<file path="src/rtl/uart_hex_rx_pkg.sv">
// Shared definitions for the UART hex receive path: RX FSM states, ASCII
// constants, bit-period helper and hex digit decoder.
// Optional feature macro: UART_RX_PARITY_EN (adds the PARITY state, 8E1 framing).
package uart_hex_rx_pkg;

  typedef enum logic [2:0] {
    ST_IDLE,
    ST_START,
    ST_DATA,
`ifdef UART_RX_PARITY_EN
    ST_PARITY,
`endif
    ST_STOP,
    ST_RECOVER
  } rx_state_t;

  localparam logic [7:0] ASCII_CR      = 8'h0D;
  localparam logic [7:0] ASCII_LF      = 8'h0A;
  localparam logic [7:0] ASCII_0       = 8'h30;
  localparam logic [7:0] ASCII_9       = 8'h39;
  localparam logic [7:0] ASCII_UPPER_A = 8'h41;
  localparam logic [7:0] ASCII_UPPER_F = 8'h46;
  localparam logic [7:0] ASCII_LOWER_A = 8'h61;
  localparam logic [7:0] ASCII_LOWER_F = 8'h66;

  // Clock cycles per serial bit; shared with the transmit side.
  function automatic int unsigned clks_per_bit(input int unsigned clk_freq,
                                               input int unsigned baud);
    return clk_freq / baud;
  endfunction

  // Returns {is_hex, nibble}; nibble is 0 when the byte is not a hex digit.
  function automatic logic [4:0] hex_decode(input logic [7:0] b);
    logic [4:0] r;
    r = '0;
    if (b >= ASCII_0 && b <= ASCII_9)
      r = {1'b1, 4'(b - ASCII_0)};
    else if (b >= ASCII_UPPER_A && b <= ASCII_UPPER_F)
      r = {1'b1, 4'(b - ASCII_UPPER_A + 8'd10)};
    else if (b >= ASCII_LOWER_A && b <= ASCII_LOWER_F)
      r = {1'b1, 4'(b - ASCII_LOWER_A + 8'd10)};
    return r;
  endfunction

endpackage

</file>
<file path="src/rtl/uart_hex_rx_core.sv">
// UART receive core: 2-FF synchroniser, baud counter and RX FSM.
// 8N1 by default; 8E1 when UART_RX_PARITY_EN is defined.
module uart_rx_core #(
  parameter int unsigned CLKS_PER_BIT = 16
) (
  input  logic       clk,
  input  logic       rst,
  input  logic       rxd,
  output logic [7:0] rx_byte,
  output logic       rx_byte_valid,
  output logic       frame_err,
  output logic       parity_err
);
  import uart_hex_rx_pkg::*;

  localparam int unsigned CNT_W = $clog2(CLKS_PER_BIT);
  localparam logic [CNT_W-1:0] HALF_M1 = CNT_W'(CLKS_PER_BIT / 2 - 1);
  localparam logic [CNT_W-1:0] FULL_M1 = CNT_W'(CLKS_PER_BIT - 1);

  logic             sync1;
  logic             line;
  logic             line_q;
  rx_state_t        state;
  logic [CNT_W-1:0] cnt;
  logic [2:0]       bit_idx;
  logic [7:0]       shreg;
  logic             drop;

`ifdef UART_RX_PARITY_EN
  logic par_bad;
  logic par_strobe;
  assign drop       = par_bad;
  assign parity_err = par_strobe;
`else
  assign drop       = 1'b0;
  assign parity_err = 1'b0;
`endif

  // Synchronise the asynchronous line; resets to idle-high.
  always_ff @(posedge clk) begin
    if (!rst) begin
      sync1  <= 1'b1;
      line   <= 1'b1;
      line_q <= 1'b1;
    end else begin
      sync1  <= rxd;
      line   <= sync1;
      line_q <= line;
    end
  end

  // RX FSM with bit-centre sampling and registered strobes.
  always_ff @(posedge clk) begin
    if (!rst) begin
      state         <= ST_IDLE;
      cnt           <= '0;
      bit_idx       <= '0;
      shreg         <= '0;
      rx_byte       <= '0;
      rx_byte_valid <= 1'b0;
      frame_err     <= 1'b0;
`ifdef UART_RX_PARITY_EN
      par_bad       <= 1'b0;
      par_strobe    <= 1'b0;
`endif
    end else begin
      rx_byte_valid <= 1'b0;
      frame_err     <= 1'b0;
`ifdef UART_RX_PARITY_EN
      par_strobe    <= 1'b0;
`endif
      case (state)
        ST_IDLE: begin
          if (line_q && !line) begin
            state   <= ST_START;
            cnt     <= '0;
            bit_idx <= '0;
`ifdef UART_RX_PARITY_EN
            par_bad <= 1'b0;
`endif
          end
        end
        ST_START: begin
          if (cnt == HALF_M1) begin
            cnt   <= '0;
            state <= line ? ST_IDLE : ST_DATA;
          end else begin
            cnt <= cnt + 1'b1;
          end
        end
        ST_DATA: begin
          if (cnt == FULL_M1) begin
            cnt     <= '0;
            shreg   <= {line, shreg[7:1]};
            bit_idx <= bit_idx + 1'b1;
            if (bit_idx == 3'd7) begin
`ifdef UART_RX_PARITY_EN
              state <= ST_PARITY;
`else
              state <= ST_STOP;
`endif
            end
          end else begin
            cnt <= cnt + 1'b1;
          end
        end
`ifdef UART_RX_PARITY_EN
        ST_PARITY: begin
          if (cnt == FULL_M1) begin
            cnt        <= '0;
            par_bad    <= (^shreg) != line;
            par_strobe <= (^shreg) != line;
            state      <= ST_STOP;
          end else begin
            cnt <= cnt + 1'b1;
          end
        end
`endif
        ST_STOP: begin
          if (cnt == FULL_M1) begin
            cnt <= '0;
            if (line) begin
              if (!drop) begin
                rx_byte       <= shreg;
                rx_byte_valid <= 1'b1;
              end
              state <= ST_IDLE;
            end else begin
              frame_err <= 1'b1;
              state     <= ST_RECOVER;
            end
          end else begin
            cnt <= cnt + 1'b1;
          end
        end
        ST_RECOVER: begin
          if (line) state <= ST_IDLE;
        end
        default: state <= ST_IDLE;
      endcase
    end
  end

endmodule

</file>
<file path="src/rtl/uart_hex_rx.sv">
// Serial hex operand receiver: uart_rx_core plus an ASCII hex parser that
// accumulates digits and delivers an operand on CR or LF.
// Optional feature macro: UART_RX_PARITY_EN (8E1 framing, drives parity_err).
module uart_hex_rx #(
  parameter int unsigned CLK_FREQ   = 100_000_000,
  parameter int unsigned BAUD       = 9600,
  parameter int unsigned MAX_DIGITS = 16
) (
  input  logic        clk,
  input  logic        rst,
  input  logic        UART_RXD,
  output logic [7:0]  rx_byte,
  output logic        rx_byte_valid,
  output logic [63:0] value,
  output logic        value_valid,
  output logic [4:0]  digit_count,
  output logic        frame_err,
  output logic        parse_err,
  output logic        overflow_err,
  output logic        parity_err
);
  import uart_hex_rx_pkg::*;

  localparam int unsigned CLKS_PER_BIT = clks_per_bit(CLK_FREQ, BAUD);
  localparam int unsigned ACC_W        = 4 * MAX_DIGITS;

  logic [ACC_W-1:0] acc;
  logic [4:0]       dec;

  uart_rx_core #(.CLKS_PER_BIT(CLKS_PER_BIT)) u_core (
    .clk          (clk),
    .rst          (rst),
    .rxd          (UART_RXD),
    .rx_byte      (rx_byte),
    .rx_byte_valid(rx_byte_valid),
    .frame_err    (frame_err),
    .parity_err   (parity_err)
  );

  assign dec = hex_decode(rx_byte);

  // Hex parser: shift in digits, publish on terminator, discard on junk.
  always_ff @(posedge clk) begin
    if (!rst) begin
      acc          <= '0;
      value        <= '0;
      value_valid  <= 1'b0;
      digit_count  <= '0;
      parse_err    <= 1'b0;
      overflow_err <= 1'b0;
    end else begin
      value_valid <= 1'b0;
      parse_err   <= 1'b0;
      if (rx_byte_valid) begin
        if (dec[4]) begin
          acc <= {acc[ACC_W-5:0], dec[3:0]};
          if (digit_count == 5'(MAX_DIGITS))
            overflow_err <= 1'b1;
          else
            digit_count <= digit_count + 1'b1;
        end else if (rx_byte == ASCII_CR || rx_byte == ASCII_LF) begin
          if (digit_count != '0) begin
            value        <= 64'(acc);
            value_valid  <= 1'b1;
            acc          <= '0;
            digit_count  <= '0;
            overflow_err <= 1'b0;
          end
        end else begin
          parse_err    <= 1'b1;
          acc          <= '0;
          digit_count  <= '0;
          overflow_err <= 1'b0;
        end
      end
    end
  end

endmodule
</file>
<file path="config.mk">
export PLATFORM = sky130hd
export DESIGN_NAME = uart_hex_rx
export DESIGN_NICKNAME = d
export VERILOG_FILES = /design/src/rtl/uart_hex_rx_pkg.sv /design/src/rtl/uart_hex_rx_core.sv /design/src/rtl/uart_hex_rx.sv
export SDC_FILE = /design/constraint.sdc
export NUM_CORES = 1
export LEC_CHECK = 0
export CAP_MARGIN = 20
export CORE_ASPECT_RATIO = 1.25
export CORE_MARGIN = 8
export CORE_UTILIZATION = 55
export DETAILED_ROUTE_END_ITERATION = 10
export GPL_ROUTABILITY_DRIVEN = 0
export PLACE_DENSITY = 0.83
export RECOVER_POWER = 50
export SLEW_MARGIN = 25
export SYNTH_ARGS = -nofsm -noshare
export SYNTH_HDL_FRONTEND = slang
export SYNTH_SLANG_ARGS = --single-unit
</file>
<file path="constraint.sdc">
create_clock -name clk -period 2.4 [get_ports clk]
set_input_delay 0.24 -clock clk [delete_from_list [all_inputs] [get_ports clk]]
set_output_delay 0.24 -clock clk [all_outputs]
set_load 0.005 [all_outputs]
</file>
### Yosys cells after proc, flatten, opt, wreduce, memory -nomap -nowiden

Index checks and enable logic that the tools add are counted.
Widths: inputs -> output; s select.

* register bits after elaboration: 177
* input port bits: 3
* output and inout bits: 83
* logic and storage cells: 110

* $add $sub $neg: 8
* magnitude comparators: 6
* eq/ne operators: 19
* muxes and demuxes: 34
* bitwise operators: 4
* reduce and logical (&&, ||, !) cells: 23

Operators with widths (number)
* $mux 64: 3
* $mux 14: 3
* $pmux 14 s3: 1
* $mux 5: 7
* $mux 3: 9
* $eq 8x4->1 const B: 2
* $ge 8x7->1 const B: 2
* $le 8x7->1 const B: 2
* $pmux 3 s5: 1
* $reduce_and 3->1: 5
* $add 14x1->14 const B: 1
* $eq 14x13->1 const B: 1
* $eq 14x14->1 const B: 1
* $ne 2x1->1 const B: 7
* $sub 4x1->4 const B: 3
* $add 4x4->4 const B: 2
* $ge 8x6->1 const B: 1
* $le 8x6->1 const B: 1
* $mux 1: 8
* $eq 3x2->1 const B: 2
* $eq 3x3->1 const B: 2
* $pmux 3 s2: 1
* $reduce_and 2->1: 3
* $reduce_and 6->1: 1
* 19 further kinds: 25

### Depth between registers and ports, before layout

Gate-level depths: netlist of the first run.

* depth after elaboration: 7
* depth in mapped cells: 9
* gate-level depth less buffers: 7

### Modules after synthesis

From an unflattened synthesis of the first run, not the netlist that was laid out.

* cell total of the unflattened synthesis: 712
* area total of the unflattened synthesis: 6672.6 um^2

By module, submodules not included
* uart_hex_rx: times used 1, cells an instance 507, area each 4850.9 um^2
* uart_rx_core: times used 1, cells an instance 205, area each 1821.7 um^2

### Worst setup path after synthesis of the first run

No wires, ideal clock.

* kind: flip-flop to flip-flop
* start: register u_core.rx_byte[0]
* end: register acc[10]
* library setup time: 0.076 ns
* arrival: 1.878 ns
* data required time: 2.324 ns
* slack: 0.446 ns
* stages on the path, launching flop included: 10
* buffers on the path: 2
* path through: dfxtp_1 inv_1 ha_1 mux2_2 nand3_2 o31a_1 buf_2 buf_1 nand3_1 a21boi_0

* longest elaborated chain between the ends: 7

Ends and longest elaborated chain
* start, declared: line uart_hex_rx_core.sv:9 `output logic [7:0] rx_byte,`
* start signal, assigned: line uart_hex_rx_core.sv:124 `rx_byte <= shreg;`
* $ge 8x7->1 or $le 8x7->1 (tied branches): line uart_hex_rx_pkg.sv:40 `else if (b >= ASCII_LOWER_A && b <= ASCII_LOWER_F)`
* $logic_and 1x1->1: line uart_hex_rx_pkg.sv:40
* $mux 5: line uart_hex_rx_pkg.sv:40
* $mux 5: line uart_hex_rx_pkg.sv:38 `else if (b >= ASCII_UPPER_A && b <= ASCII_UPPER_F)`
* $mux 5: line uart_hex_rx_pkg.sv:36 `if (b >= ASCII_0 && b <= ASCII_9)`
* $ne 3x2->1 (no source line)
* $reduce_and 2->1 (no source line)
* end signal, assigned: line uart_hex_rx.sv:56 `acc <= {acc[ACC_W-5:0], dec[3:0]};`
* end, declared: line uart_hex_rx.sv:27 `logic [ACC_W-1:0] acc;`

Several ways; a longest one is shown, not always the timed one.
A chain may end at the register's enable or synchronous reset.

### Worst setup path after layout of the first run

* start: register u_core.rx_byte[1]
* end: register acc[2]

* longest elaborated chain between the ends: 7

Ends and longest elaborated chain
* parallel branches: the longest is 7 deep, another holds $sub 4x1->4

Parallel ways; which one is timed is not known.

==> impl_metrics.env, run 1 <==
export IMPL_status="finished clean"
export IMPL_die_area_mm2=0.0175
export IMPL_worst_clock_skew_ns=0.00716
export IMPL_whs_path_depth=2
export IMPL_final_cell_mix="nand2_1 (213), dfxtp_1 (176), a21boi_0 (109)"
export IMPL_grt_pass1_vias=5572
export IMPL_cts_tree="yes"
export IMPL_critPathMaxFanout=26
export IMPL_hold_class="in -> reg"
export IMPL_vias_per_cell=5.41
export IMPL_finish_utilization=0.674
export IMPL_fp_row_count=47
export IMPL_start_util=0.563
export IMPL_ys_seq_area_frac=0.476
export IMPL_synth_distinct_cells=69
export IMPL_setup_tns_ns=0
export IMPL_clkLatencyLatePin_ns=0.42
export IMPL_fmax_mhz=454
export IMPL_crit_arrival_ns=2.53
export IMPL_synthesis_nets=861
export IMPL_postCtsHoldBufs=0
export IMPL_wl_per_cell_um=14.6
export IMPL_use_met2=0.312
export IMPL_worst_ep_required_time_ns=2.73
export IMPL_first_iter_violations=447
export IMPL_met3_usage=0.0374
export IMPL_finalCritPeriodShare=0.919
export IMPL_cts_made_buffers=17
export IMPL_cts_setup_buffers=0
export IMPL_drt_pass1_iterations=4
export IMPL_rsz0062_at_grt="false"
export IMPL_wirelength_mm=15.9
export IMPL_mostFrequentLayoutCell="nand2_1"
export IMPL_ys_seq_elements=177
export IMPL_syn_area_mm2=0.00744
export IMPL_r2r_start="u_core.rx_byte[1]"
export IMPL_grt_pass1_wl_mm=26.5
export IMPL_final_max_slew_viol_count=0
export IMPL_syn_to_final_growth_pct=19.8
export IMPL_crit_chain="inv_1, ha_1, o21bai_1, a21oi_1, or2_2, clkbuf_4, nand2_1, o31ai_1"
export IMPL_async_flop_share=0
export IMPL_rr_endpoint="acc[2]"
export IMPL_regToRegSetupSlack_ns=0.20
export IMPL_vias=5877
export IMPL_start_kind="flip-flop"
export IMPL_globalRouteMet1Util=0.215
export IMPL_synthesis_instances=849
export IMPL_synthFlopType="dfxtp_1"
export IMPL_leakagePower_nw=3.32
export IMPL_power_density_mw_per_mm2=647
export IMPL_crit_path_end_kind="flip-flop"
export IMPL_synth_edf_count=0
export IMPL_grt_max_degree=136
export IMPL_grt_antenna_before_repair=0
export IMPL_max_slew_margin_rel=0.597
export IMPL_worstSetupPathType="reg -> reg"
export IMPL_hold_end="u_core.line"
export IMPL_hp_start="rst"
export IMPL_setup_viol=0
export IMPL_ios=86
export IMPL_worst_pin_slew_ns=0.603
export IMPL_vdd_ir_drop_max_mv=0.401
export IMPL_clk_pin_slew_worst_paths_ns=0.07
export IMPL_root_buffer="clkbuf_16"
export IMPL_crit_slowest_cell="dfxtp_1"
export IMPL_core_area_mm2=0.0132
export IMPL_drc=0
export IMPL_slowest_delay_ns=0.38
export IMPL_fp_dieW_um=120
export IMPL_cts_sink_count=177
export IMPL_clk_path_buf_depth=2
export IMPL_drive_above_1_share=0.0743
export IMPL_grt_busiest_layer="met2"
export IMPL_fin_nets=914
export IMPL_hpwl_mm=10.4
export IMPL_io_buffers=84
export IMPL_final_antenna_net_count=0
export IMPL_grt_usage=0.180
export IMPL_ff2ff_path_depth=8
export IMPL_final_hold_viol_count=0
export IMPL_cap_violations=0
export IMPL_htree_levels=4
export IMPL_grt_overflow_total=0
export IMPL_finalCriticalPeriod_ns=2.20
export IMPL_die_h_um=146
export IMPL_syn_area_per_cell_um2=8.77
export IMPL_antennaDiodeCount=0
export IMPL_yosysWarnings=0
where the power goes:
part	switching, mW	internal (mW)
clock	1.17	1.55
combinational	0.0581	0.0479
sequential	0.00553	2.94
total	1.23	4.54
cell usage after synthesis, types with 4 or more instances:
master    number  area share
xor2_1         4      0.0047
nor3b_1        5      0.0050
mux2i_1       19       0.026
ha_1           9       0.015
a21boi_1      17       0.017
nor2_1        17      0.0086
buf_2         10      0.0067
buf_1          6      0.0030
inv_1         11      0.0055
a31oi_1        6      0.0050
clkbuf_1      31       0.016
a21oi_1       15       0.010
nand2_1      213        0.11
nand3_1       79       0.053
buf_4         12       0.012
a21boi_0     108        0.11
nor2b_1       20       0.017
and3_1         4      0.0034
o21ai_0       17       0.011
nand2b_1       6      0.0050
dfxtp_1      177        0.48
what timing repair did:
action / 4_1_cts / 5_1_grt
resized for setup: 0 / 1
endpoints found under the hold margin: 0 / 0
setup endpoints to repair: 0 / 2
metrics by stage:
step	total power, mW	hold WS [ns]	cells	cell area (µm²)	worst slack, ns
2_1_floorplan	3.10	0.341	849	7440	0.446
3_3_place_gp	3.12	0.389	1054	8370	0.300
3_5_place_dp	3.12	0.399	1054	8370	0.222
4_1_cts	5.81	0.186	1086	8960	0.175
5_1_grt	5.94	0.222	1086	8920	0.0117
6_report	5.77	0.211	1086	8920	0.196
area by class of cell:
class                      instances  area (µm²)
fill                            1053        4310
sequential                       177        3540
multi-input combinational        596        3510
timing repair buffer              99        1030
clock buffer                      17         425
tap                              171         214
clock inverter                    15         159
inverter                          11        41.3
state kept, by name, summed over array words and instances, names as in the netlist:
| register | count |
|---|---|
| u_core.shreg | 8 |
| parse_err | 1 |
| overflow_err | 1 |
| u_core.cnt | 14 |
| acc | 64 |
| u_core.frame_err | 1 |
| u_core.line_q | 1 |
| u_core.rx_byte_valid | 1 |
| u_core.rx_byte | 8 |
| u_core.sync1 | 1 |
| value | 64 |
| u_core.state | 3 |
| digit_count | 5 |
| value_valid | 1 |
| u_core.bit_idx | 3 |
| u_core.line | 1 |
worst max-delay path by stage:
| stage | cells after the start | to | from |
|---|---|---|---|
| floorplan | 9 | acc[10] | u_core.rx_byte[0] |
| global placement | 6 | u_core.cnt[4] | u_core.cnt[0] |
| detailed placement | 6 | u_core.rx_byte[7] | u_core.cnt[0] |
| CTS | 8 | acc[37] | u_core.rx_byte[0] |
| global route | 8 | acc[3] | u_core.rx_byte[1] |
| finish | 8 | acc[2] | u_core.rx_byte[1] |
cells by family after synthesis:
family	synth area share
simple gates	0.239
other cells	0.000504
xor+xnor	0.00706
compound gates	0.182
buf+inv	0.0531
fa+ha+maj	0.0151
mux	0.0271
flops	0.476
critical path, delay by kind of cell (launching register included):
| family | cells | cell delay, ns |
|---|---|---|
| AOI/OAI and AO/OA | 3 | 0.70 |
| DFF | 1 | 0.38 |
| buffers and inverters | 2 | 0.46 |
| and+or+nand+nor | 2 | 0.38 |
| adders and majority gates | 1 | 0.20 |
routing by layer:
metal | part of all wire | vias to the layer above | wire (µm)
met3 | 0.052 | 13 | 820
met4 | 0.011 | 0 | 174
met2 | 0.51 | 118 | 8050
li1 | - | 2980 | -
met5 | 0 | - | 0
met1 | 0.43 | 2766 | 6850
(Power assumes the default switching activity.)
==> run 2: changes to the inputs <==
ABC_CLOCK_PERIOD_IN_PS = 2400   (was not set)
DONT_BUFFER_PORTS = 1   (was not set)
PLACE_DENSITY = 0.74   (was 0.83)
==> run 2 against run 1 <==
Against the previous run: routed wire length grew 2.8%; cell area shrank 8.9%; hold slack lost 0.18 ns; register-to-register slack is essentially flat; non-clock buffer count shrank 79; die area is the same; utilization shrank 6.0 points.
==> impl_metrics.env, run 2 (synthesized netlist as in run 1, its figures left out) <==
export IMPL_critPathMaxFanout=35
export IMPL_hold_class="in -> reg"
export IMPL_fp_dieW_um=120
export IMPL_clk_path_buf_depth=2
export IMPL_crit_arrival_ns=2.54
export IMPL_dp_slack_ns=0.106
export IMPL_fillerInstances=1124
export IMPL_p_int_mw=4.54
export IMPL_core_area_mm2=0.0132
export IMPL_clk_pin_slew_worst_paths_ns=0.07
export IMPL_fp_row_count=47
export IMPL_io_buffers=0
export IMPL_drive_above_1_share=0.0813
export IMPL_clkLatencyLatePin_ns=0.42
export IMPL_leakagePower_nw=2.76
export IMPL_grt_usage=0.184
export IMPL_antennaDiodeCount=0
export IMPL_totalPowerFinal_mw=5.80
export IMPL_finalCritPeriodShare=0.923
export IMPL_worst_ep_required_time_ns=2.73
export IMPL_die_h_um=146
export IMPL_multi_input_area_mm2=0.00350
export IMPL_first_iter_violations=391
export IMPL_fin_ws_ns=0.186
export IMPL_fmax_mhz=452
export IMPL_grt_antenna_before_repair=0
export IMPL_final_hold_viol_count=0
export IMPL_grt_busiest_layer="met2"
export IMPL_setup_viol=0
export IMPL_start_util=0.563
export IMPL_drt_pass1_iterations=6
export IMPL_htree_levels=4
export IMPL_setup_tns_ns=0
export IMPL_cts_tree="yes"
export IMPL_fin_nets=835
export IMPL_power_frac_clock=0.474
export IMPL_switching_share=0.217
export IMPL_worst_pin_slew_ns=0.719
export IMPL_p_comb_frac=0.018
export IMPL_final_cell_mix="nand2_1 (214), dfxtp_1 (177), a21boi_0 (118)"
export IMPL_start_kind="flip-flop"
export IMPL_cap_violations=0
export IMPL_dp_cells=967
export IMPL_final_max_slew_viol_count=0
export IMPL_cts_sink_count=177
export IMPL_status="finished clean"
export IMPL_worstSetupPathType="reg -> reg"
export IMPL_max_slew_margin_rel=0.519
export IMPL_vias_per_cell=5.69
export IMPL_use_met2=0.318
export IMPL_post_layout_nonfiller_instances=1007
export IMPL_pwr_share_seq=0.508
export IMPL_final_antenna_net_count=0
export IMPL_wl_per_cell_um=16.2
export IMPL_top_regs="acc x64, value x64, u_core.cnt x14"
export IMPL_globalRouteMet1Util=0.211
export IMPL_grt_max_degree=152
export IMPL_p_switching_mw=1.26
export IMPL_die_area_mm2=0.0175
export IMPL_root_buffer="clkbuf_16"
export IMPL_final_seq_area_mm2=0.00354
export IMPL_rsz0062_at_grt="false"
export IMPL_vdd_ir_drop_max_mv=0.463
export IMPL_mostFrequentLayoutCell="nand2_1"
export IMPL_met3_usage=0.0513
export IMPL_finalCriticalPeriod_ns=2.21
export IMPL_worst_clock_skew_ns=0.00927
export IMPL_grt_pass1_wl_mm=26.8
export IMPL_hpwl_mm=10.4
export IMPL_wirelength_mm=16.3
export IMPL_vias=5734
export IMPL_syn_to_final_growth_pct=9.19
export IMPL_drc=0
export IMPL_grt_pass1_vias=5417
export IMPL_cts_made_buffers=17
export IMPL_power_density_mw_per_mm2=713
export IMPL_ios=86
export IMPL_crit_path_end_kind="flip-flop"
export IMPL_grt_overflow_total=0
run 2: cell types whose count changed in the layout (fill, tap and decap cells not counted), sizes merged:
cell | before | now
clkdlybuf4s50 | 2 | 0
clkinv | 6 | 4
dlygate4sd3 | 81 | 2
buf | 11 | 15
clkbuf | 22 | 21
inv | 16 | 17
run 2: repair_timing:
| item | in CTS | in global routing |
|---|---|---|
| endpoints found under the hold margin | 151 | 0 |
| buffers inserted | 0 | 5 |
| hold buffers | 3 | 0 |
| resized for setup | 0 | 2 |
| setup endpoints to repair | 0 | 33 |
run 2: per-layer routing:
layer	part of all wire	up-vias	wire length, µm
met5	0	-	0
li1	-	2827	-
met4	0.017	0	283
met1	0.41	2743	6750
met2	0.51	142	8310
met3	0.060	22	983
run 2: worst max-delay path, stage by stage, from the launching register on:
cell and delay [ns]:
dfxtp_1 0.36, inv_1 0.11, ha_1 0.17, or3b_2 0.51
o31ai_2 0.42, buf_12 0.25, a221oi_1 0.08, nor3b_1 0.22
run 2: stage by stage:
| stage | util | hold WS, ns | area, µm² |
|---|---|---|---|
| after floorplan | - | 0.341 | 7440 |
| after global routing | 0.614 | 0.0423 | 8130 |
| after CTS | 0.613 | 0.0127 | 8110 |
| after detailed placement | 0.565 | 0.341 | 7470 |
| after global placement | 0.565 | 0.339 | 7470 |
| final | 0.614 | 0.0273 | 8130 |
run 2: path summary, 6_finish.rpt:
path | start | to | slack [ns] | cells after the start
min | rst | u_core.line_q | 0.03 | 2
min reg2reg | u_core.sync1 | u_core.line | 0.41 | 1
max reg2reg | digit_count[0] | acc[1] | 0.19 | 7
max | digit_count[0] | acc[1] | 0.19 | 7
run 2: area by class of cell:
type | instances | area share
sequential | 177 | 0.436
clock buffer | 18 | 0.0528
inverter | 11 | 0.00508
multi-input combinational | 596 | 0.431
timing repair buffer | 20 | 0.0299
clock inverter | 14 | 0.0189
tap | 171 | 0.0263
run 2: power by group through the flow:
stage	registers [mW]	logic, mW	clock network (mW)
2_1_floorplan	3.01	0.0952	0
3_3_place_gp	3.01	0.0625	0
5_1_grt	2.94	0.114	2.92
3_5_place_dp	3.01	0.0640	0
4_1_cts	2.95	0.107	2.80
6_report	2.95	0.107	2.75
==> run 3: changes to the inputs <==
CAP_MARGIN = not set   (was 20)
==> results of run 3 <==
Same layout as run 2: the final DEF is identical, and so are final timing and power.
